$ cat src/rtl/timer_pkg.sv
// Shared definitions for the 8-bit timer: register map, TCR/TSR bit positions
// and the APB slave phase encoding.
package timer_pkg;

    localparam logic [7:0] ADDR_TDR  = 8'h00;
    localparam logic [7:0] ADDR_TCR  = 8'h01;
    localparam logic [7:0] ADDR_TSR  = 8'h02;
    localparam logic [7:0] ADDR_TCNT = 8'h03;

    localparam int unsigned TCR_LOAD   = 7;
    localparam int unsigned TCR_DN     = 5;
    localparam int unsigned TCR_EN     = 4;
    localparam int unsigned TCR_CKS_HI = 1;
    localparam int unsigned TCR_CKS_LO = 0;

    localparam int unsigned TSR_OVF = 0;
    localparam int unsigned TSR_UDF = 1;

    // Implemented TCR bits; bits 6,3,2 are reserved and never stored.
    localparam logic [7:0] TCR_RW_MASK = 8'hB3;

    typedef enum logic [1:0] {
        ST_IDLE,
        ST_SETUP,
        ST_ACCESS
    } apb_state_e;

    function automatic logic [7:0] tcr_filter(input logic [7:0] wdata);
        return wdata & TCR_RW_MASK;
    endfunction

endpackage

$ cat src/rtl/timer_apb_regif_apb_slv_fsm.sv
// APB slave handshake: tracks SETUP/ACCESS phases, inserts WAIT_STATES wait
// cycles and flags the single completion cycle as a write or read strobe.
module apb_slv_fsm
    import timer_pkg::*;
#(
    parameter int unsigned WAIT_STATES = 1
) (
    input  logic pclk,
    input  logic presetn,
    input  logic psel,
    input  logic penable,
    input  logic pwrite,
    output logic pready,
    output logic wr_stb,
    output logic rd_stb
);

    apb_state_e state_q, state_d;
    logic [2:0] cnt_q, cnt_d;
    logic [2:0] cnt_cur;
    logic       in_access;

    always_ff @(posedge pclk or negedge presetn) begin
        if (!presetn) begin
            state_q <= ST_IDLE;
            cnt_q   <= '0;
        end else begin
            state_q <= state_d;
            cnt_q   <= cnt_d;
        end
    end

    // SETUP state means the setup cycle was seen; the first access cycle is count 0.
    assign cnt_cur   = (state_q == ST_SETUP) ? '0 : cnt_q;
    assign in_access = (state_q != ST_IDLE) && psel && penable;

    always_comb begin
        state_d = state_q;
        cnt_d   = cnt_q;
        pready  = in_access && (cnt_cur == 3'(WAIT_STATES));
        case (state_q)
            ST_IDLE: begin
                if (psel && !penable) begin
                    state_d = ST_SETUP;
                end
            end
            ST_SETUP, ST_ACCESS: begin
                if (!psel || pready) begin
                    state_d = ST_IDLE;
                    cnt_d   = '0;
                end else if (penable) begin
                    state_d = ST_ACCESS;
                    cnt_d   = cnt_cur + 3'd1;
                end
            end
            default: begin
                state_d = ST_IDLE;
                cnt_d   = '0;
            end
        endcase
    end

    assign wr_stb = pready && pwrite;
    assign rd_stb = pready && !pwrite;

endmodule

$ cat src/rtl/timer_apb_regif.sv
// Timer register file behind an APB slave: TDR/TCR control, sticky TSR
// flags fed by the counter core, read-only TCNT view.
module timer_apb_regif
    import timer_pkg::*;
#(
    parameter int unsigned WAIT_STATES = 1,
    parameter int unsigned ADDR_W      = 8
) (
    input  logic              pclk,
    input  logic              presetn,
    input  logic              psel,
    input  logic              penable,
    input  logic              pwrite,
    input  logic [ADDR_W-1:0] paddr,
    input  logic [7:0]        pwdata,
    output logic [7:0]        prdata,
    output logic              pready,
    output logic              pslverr,
    output logic [7:0]        tdr_o,
    output logic              load_o,
    output logic              dn_o,
    output logic              en_o,
    output logic [1:0]        cks_o,
    input  logic [7:0]        tcnt_i,
    input  logic              ovf_set_i,
    input  logic              udf_set_i
);

    logic       wr_stb, rd_stb;
    logic       hit_tdr, hit_tcr, hit_tsr, hit_tcnt, err;
    logic       wr_ok;
    logic [7:0] tdr_q, tcr_q, prdata_q, rdata, rd_value;
    logic [1:0] tsr_q, tsr_d, tsr_clr;

    apb_slv_fsm #(
        .WAIT_STATES(WAIT_STATES)
    ) u_fsm (
        .pclk   (pclk),
        .presetn(presetn),
        .psel   (psel),
        .penable(penable),
        .pwrite (pwrite),
        .pready (pready),
        .wr_stb (wr_stb),
        .rd_stb (rd_stb)
    );

    assign hit_tdr  = (paddr == ADDR_W'(ADDR_TDR));
    assign hit_tcr  = (paddr == ADDR_W'(ADDR_TCR));
    assign hit_tsr  = (paddr == ADDR_W'(ADDR_TSR));
    assign hit_tcnt = (paddr == ADDR_W'(ADDR_TCNT));
    assign err      = !(hit_tdr || hit_tcr || hit_tsr || hit_tcnt) || (pwrite && hit_tcnt);
    assign wr_ok    = wr_stb && !err;
    assign pslverr  = pready && err;

    // Write-0-to-clear; a same-cycle set from the counter core overrides the clear.
    assign tsr_clr = (wr_ok && hit_tsr) ? ~pwdata[1:0] : '0;
    assign tsr_d   = (tsr_q & ~tsr_clr) | {udf_set_i, ovf_set_i};

    always_ff @(posedge pclk or negedge presetn) begin
        if (!presetn) begin
            tdr_q <= '0;
            tcr_q <= '0;
            tsr_q <= '0;
        end else begin
            if (wr_ok && hit_tdr) begin
                tdr_q <= pwdata;
            end
            if (wr_ok && hit_tcr) begin
                tcr_q <= tcr_filter(pwdata);
            end
            tsr_q <= tsr_d;
        end
    end

    always_comb begin
        rdata = '0;
        if (hit_tdr) begin
            rdata = tdr_q;
        end else if (hit_tcr) begin
            rdata = tcr_q;
        end else if (hit_tsr) begin
            rdata = {6'b0, tsr_q};
        end else if (hit_tcnt) begin
            rdata = tcnt_i;
        end
    end

    // Read data is presented in the completion cycle and then held.
    assign rd_value = err ? '0 : rdata;

    always_ff @(posedge pclk or negedge presetn) begin
        if (!presetn) begin
            prdata_q <= '0;
        end else if (rd_stb) begin
            prdata_q <= rd_value;
        end
    end

    assign prdata = rd_stb ? rd_value : prdata_q;

    assign tdr_o  = tdr_q;
    assign load_o = tcr_q[TCR_LOAD];
    assign dn_o   = tcr_q[TCR_DN];
    assign en_o   = tcr_q[TCR_EN];
    assign cks_o  = tcr_q[TCR_CKS_HI:TCR_CKS_LO];

endmodule

$ cat config.mk
export PLATFORM = sky130hd
export DESIGN_NAME = timer_apb_regif
export DESIGN_NICKNAME = d
export VERILOG_FILES = /design/src/rtl/timer_pkg.sv /design/src/rtl/timer_apb_regif_apb_slv_fsm.sv /design/src/rtl/timer_apb_regif.sv
export SDC_FILE = /design/constraint.sdc
export NUM_CORES = 1
export LEC_CHECK = 0
export CORE_MARGIN = 10
export CORE_UTILIZATION = 40
export DETAILED_ROUTE_END_ITERATION = 8
export PLACE_DENSITY = 0.77
export RECOVER_POWER = 25
export REMOVE_ABC_BUFFERS = 1
export SETUP_SLACK_MARGIN = 0.5
export SYNTH_ARGS = -nofsm -noshare
export SYNTH_HDL_FRONTEND = slang
export SYNTH_SLANG_ARGS = --single-unit
export TNS_END_PERCENT = 10
$ cat constraint.sdc
create_clock -name pclk -period 2.39 [get_ports pclk]
set_clock_uncertainty 0.05 [all_clocks]
set_input_delay 0.3585 -clock pclk [delete_from_list [all_inputs] [get_ports pclk]]
set_output_delay 0.3585 -clock pclk [all_outputs]
set_load 0.05 [all_outputs]
==> metrics.txt, run 1 <==
# TYPE chip_impl_metric gauge
chip_impl_info{name="run_status",value="finished with violations"} 1
chip_impl_info{name="failing_checks",value="max-capacitance violations, max-slew violations, negative setup slack"} 1
chip_impl_metric{name="power.ir.vdd_worst",unit="uV"} 271
chip_impl_metric{name="finalCoreUtilization",unit="%"} 75.3
chip_impl_metric{name="final-max-slew-violation-count",unit=""} 29
chip_impl_metric{name="synth_xor_area_share",unit="%"} 0
chip_impl_metric{name="synth_edf_count",unit=""} 0
chip_impl_metric{name="setup_viol",unit=""} 9
chip_impl_metric{name="netlist_area",unit="um^2"} 1460
chip_impl_metric{name="sw_frac_of_total",unit="%"} 29.2
chip_impl_metric{name="yosysSeqAreaShare",unit="%"} 48.0
chip_impl_metric{name="grt_pass1_wl",unit="um"} 7780
chip_impl_info{name="startpoint_type",value="flip-flop"} 1
chip_impl_info{name="clock-root-buffer",value="sky130_fd_sc_hd__clkbuf_8"} 1
chip_impl_metric{name="pwr-share-clk",unit="%"} 27.4
chip_impl_metric{name="die_h",unit="um"} 80.4
chip_impl_metric{name="path_clk_slew",unit="ns"} 0.10
chip_impl_metric{name="slew-limit-headroom",unit="%"} -1.63
chip_impl_metric{name="drt-pass1-iter-count",unit=""} 4
chip_impl_metric{name="async_reset_ff_share",unit="%"} 100
chip_impl_metric{name="wl",unit="um"} 5010
chip_impl_metric{name="antenna_found_initial",unit=""} 0
chip_impl_metric{name="yosys_warnings",unit=""} 0
chip_impl_metric{name="vias_per_cell",unit=""} 5.49
chip_impl_metric{name="r2r.worst_path.cells",unit=""} 10
chip_impl_metric{name="worst_ep_arrival_time",unit="ns"} 2.09
chip_impl_metric{name="grt_remaining_overflow",unit=""} 0
chip_impl_metric{name="syn-mean-instance-area",unit="um^2"} 11.8
chip_impl_info{name="crit_path_end_kind",value="output pin"} 1
chip_impl_info{name="synth_top_area_cell",value="sky130_fd_sc_hd__dfrtp_1"} 1
chip_impl_metric{name="max_clock_freq",unit="GHz"} 0.401
chip_impl_info{name="yosys-top-cells-area",value="sky130_fd_sc_hd__dfrtp_1, sky130_fd_sc_hd__mux2_2, sky130_fd_sc_hd__a22o_1, sky130_fd_sc_hd__ha_1, sky130_fd_sc_hd__mux4_2"} 1
chip_impl_metric{name="drtAntennaViolNets",unit=""} 0
chip_impl_metric{name="cts.htree.levels",unit=""} 1
chip_impl_metric{name="postLayoutSetupSlackWorst",unit="ns"} -0.104
chip_impl_metric{name="die_area",unit="um^2"} 6470
chip_impl_metric{name="timing_worst_slew_pin_value",unit="ns"} 1.52
chip_impl_metric{name="post-place-cells",unit=""} 240
chip_impl_metric{name="vias",unit=""} 1379
chip_impl_metric{name="postSynthCellCount",unit=""} 124
chip_impl_metric{name="fillCellCount",unit=""} 233
chip_impl_info{name="dominant_combinational_cell_family_by_area_after_synthesis",value="simple AND/OR/NAND/NOR gates"} 1
chip_impl_metric{name="initialDrtViolationCount",unit=""} 66
chip_impl_metric{name="detail_route.drc_violations",unit=""} 0
chip_impl_metric{name="synth-simple-area-share",unit="%"} 17.4
chip_impl_info{name="hold_class",value="flip-flop to flip-flop"} 1
chip_impl_metric{name="largest_net_degree_at_the_start_of_global_routing",unit=""} 29
chip_impl_metric{name="path_max_fanout",unit=""} 5
chip_impl_metric{name="top_level_ports",unit=""} 54
chip_impl_metric{name="layout.nets",unit=""} 242
chip_impl_metric{name="place.port_buffers",unit=""} 53
chip_impl_metric{name="synth.lib_cells_used.distinct",unit=""} 31
chip_impl_metric{name="p_comb_share",unit="%"} 34.8
chip_impl_info{name="synth_flop_cell",value="sky130_fd_sc_hd__dfrtp_1"} 1
chip_impl_metric{name="insertion_delay",unit="ns"} 0.28
chip_impl_metric{name="period_minus_slack",unit="ns"} 2.49
chip_impl_metric{name="maxCapViolCount",unit=""} 1
chip_impl_info{name="path_class",value="flip-flop to output pin"} 1
chip_impl_metric{name="post_dp_hpwl",unit="um"} 3500
chip_impl_metric{name="initial_core_util",unit="%"} 42.4
chip_impl_metric{name="fp_rows",unit=""} 21
chip_impl_metric{name="chipWidth",unit="um"} 80.4
chip_impl_metric{name="place_congestion",unit=""} 0.873
chip_impl_metric{name="insertedDiodeCount",unit=""} 0
chip_impl_metric{name="grt_pass1_vias",unit=""} 1538
chip_impl_metric{name="post_synthesis_to_final_layout_area_growth",unit="%"} 77.5
chip_impl_metric{name="total_power",unit="mW"} 1.38
chip_impl_metric{name="final_layout_size_suffix_gt1_share",unit="%"} 39.5
chip_impl_metric{name="required",unit="ns"} 1.98
chip_impl_metric{name="static-leakage-power",unit="nW"} 1.30
chip_impl_metric{name="synth_mux_area_share",unit="%"} 15.4
chip_impl_metric{name="synth_fa_ha_area_share",unit="%"} 4.28
chip_impl_metric{name="hold_depth",unit=""} 1
chip_impl_info{name="rsz0062_at_grt",value="yes"} 1
chip_impl_metric{name="post-route-period-util",unit="%"} 104
chip_impl_metric{name="cts_buffer_depth",unit=""} 2
chip_impl_metric{name="instances_no_fill",unit=""} 251
chip_impl_metric{name="synthDominantCellAreaShare",unit="%"} 48.0
chip_impl_metric{name="hold_viol",unit=""} 0
chip_impl_metric{name="power_density_cells",unit="nW/um^2"} 531
chip_impl_metric{name="groute.usage.overall",unit="%"} 15.2
chip_impl_metric{name="total_net_switching_power",unit="uW"} 403
chip_impl_metric{name="numClockSinks",unit=""} 28
chip_impl_metric{name="seqPwrFrac",unit="%"} 37.7
chip_impl_metric{name="coreArea",unit="um^2"} 3440
chip_impl_metric{name="final.setup.tns",unit="ns"} -0.770
chip_impl_info{name="tritoncts",value="built"} 1
chip_impl_metric{name="synth_compound_gate_area_share",unit="%"} 13.1
chip_impl_metric{name="tritoncts.num_buffers",unit=""} 3
chip_impl_metric{name="p_int",unit="uW"} 974
chip_impl_metric{name="route.detailed.wl_per_inst",unit="um"} 20.0
chip_impl_metric{name="ys_ff_latch",unit=""} 28
## cell families after synthesis
kind of cell	Yosys count
AO/OA/AOI/OAI	28
flip-flops	28
multiplexers	18
adder cells (fa/ha/maj)	5
buffers and inverters	7
AND/OR/NAND/NOR	38
## power groups by stage
stage,Clock (mW),Sequential (mW),Combinational (mW)
floorplan,0,0.520,0.180
global placement,0,0.521,0.342
detailed placement,0,0.524,0.360
CTS,0.383,0.515,0.443
global route,0.403,0.522,0.516
finish,0.378,0.519,0.480
## synthesized netlist by cell type, types with 4 or more instances
cell type / instances
sky130_fd_sc_hd__a22o_1: 8
sky130_fd_sc_hd__nor2_1: 9
sky130_fd_sc_hd__nand2_1: 5
sky130_fd_sc_hd__nand2b_1: 4
sky130_fd_sc_hd__inv_1: 4
sky130_fd_sc_hd__mux2_2: 16
sky130_fd_sc_hd__a21oi_1: 5
sky130_fd_sc_hd__o21ai_0: 6
sky130_fd_sc_hd__ha_1: 5
sky130_fd_sc_hd__dfrtp_1: 28
## final timing paths
kind / startpoint / endpoint / slack [ns]
setup reg to reg: u_fsm.state_q[1] / tdr_o[4] / 0.26
min in group asynchronous: presetn / u_fsm.cnt_q[2] / 0.93
hold reg to reg: prdata_q[0] / prdata_q[0] / 0.47
setup / recovery: u_fsm.state_q[1] / prdata[3] / -0.10
hold / removal: prdata_q[0] / prdata_q[0] / 0.47
max in group asynchronous: presetn / prdata_q[4] / 0.47
## layout make-up
| cell class | instances | area, um^2 | share of cell area [%] |
|---|---|---|---|
| multi-input cells | 89 | 908 | 35.0 |
| repair buffers | 80 | 837 | 32.3 |
| flip-flops and latches | 28 | 701 | 27.0 |
| well taps | 46 | 57.6 | 2.22 |
| clock buffers | 3 | 41.3 | 1.59 |
| clock inverters | 1 | 30.0 | 1.16 |
| inverters | 4 | 17.5 | 0.676 |
## repair_timing
item / 4_1_cts / 5_1_grt
gates cloned: 1 / 0
gates resized for setup: 39 / 16
hold buffers: 0 / 0
pin swaps: 9 / 2
setup buffers: 4 / 2
setup endpoints to repair: 42 / 35
## layout by cell type, fill, tap and decap left out, drive strengths merged, types with 2 or more instances in the layout
cell type      count
nor2b              2
a31oi              3
clkbuf             4
a21oi              5
o21ai              6
clkdlybuf4s50     29
ha                 5
buf               36
and3               3
mux4               2
a21o               3
nor4               2
dlygate4sd2       11
a22o               8
nor3               4
nand2b             4
nor4b              2
mux2              16
inv                4
nand3              2
dlymetal6s2s       2
dfrtp             28
nor2               9
nand2              6
## per-stage QoR
stage          cell area [um^2]  hold WS (ns)  setup slack (ns)
3_5_place_dp               2290         0.463           -0.0571
6_report                   2590         0.466            -0.104
3_3_place_gp               2290         0.443            0.0511
4_1_cts                    2520         0.432            -0.104
2_1_floorplan              1450        0.0129            -0.213
5_1_grt                    2590         0.479            -0.233
## flip-flops by register name (all words and copies together) (netlist names)
signal and flops:
u_fsm.state_q 2, u_fsm.cnt_q 3, prdata_q 8, tcr_q 5
tsr_q 2, tdr_o 8
## routing by layer
metal,GRT usage [%],share of wire (%),vias to the layer above
met1,16.7,39,685
li1,-,-,619
met4,5.81,2.4,0
met2,25.7,50,63
met5,0,0,-
met3,5.90,8.3,12
## critical path, cell delays in order, from the launching register on
cell,delay (ns)
sky130_fd_sc_hd__dfrtp_1,0.40
sky130_fd_sc_hd__inv_2,0.09
sky130_fd_sc_hd__ha_4,0.16
sky130_fd_sc_hd__nand2b_4,0.14
sky130_fd_sc_hd__ha_4,0.13
sky130_fd_sc_hd__and3b_1,0.16
sky130_fd_sc_hd__nand3_2,0.11
sky130_fd_sc_hd__buf_6,0.17
sky130_fd_sc_hd__nor3_4,0.11
sky130_fd_sc_hd__a21o_1,0.17
sky130_fd_sc_hd__buf_12,0.15
Power figures use the tool's default switching activity.
==> run 2: changes to the inputs <==
- CTS_CLUSTER_SIZE: unset -> 24
==> results of run 2 <==
No change in the layout: final DEF, timing and power equal those of run 1.
==> run 3: changes to the inputs <==
- HOLD_SLACK_MARGIN: unset -> 0.03
==> results of run 3 <==
No change in the layout: final DEF, timing and power equal those of run 1.
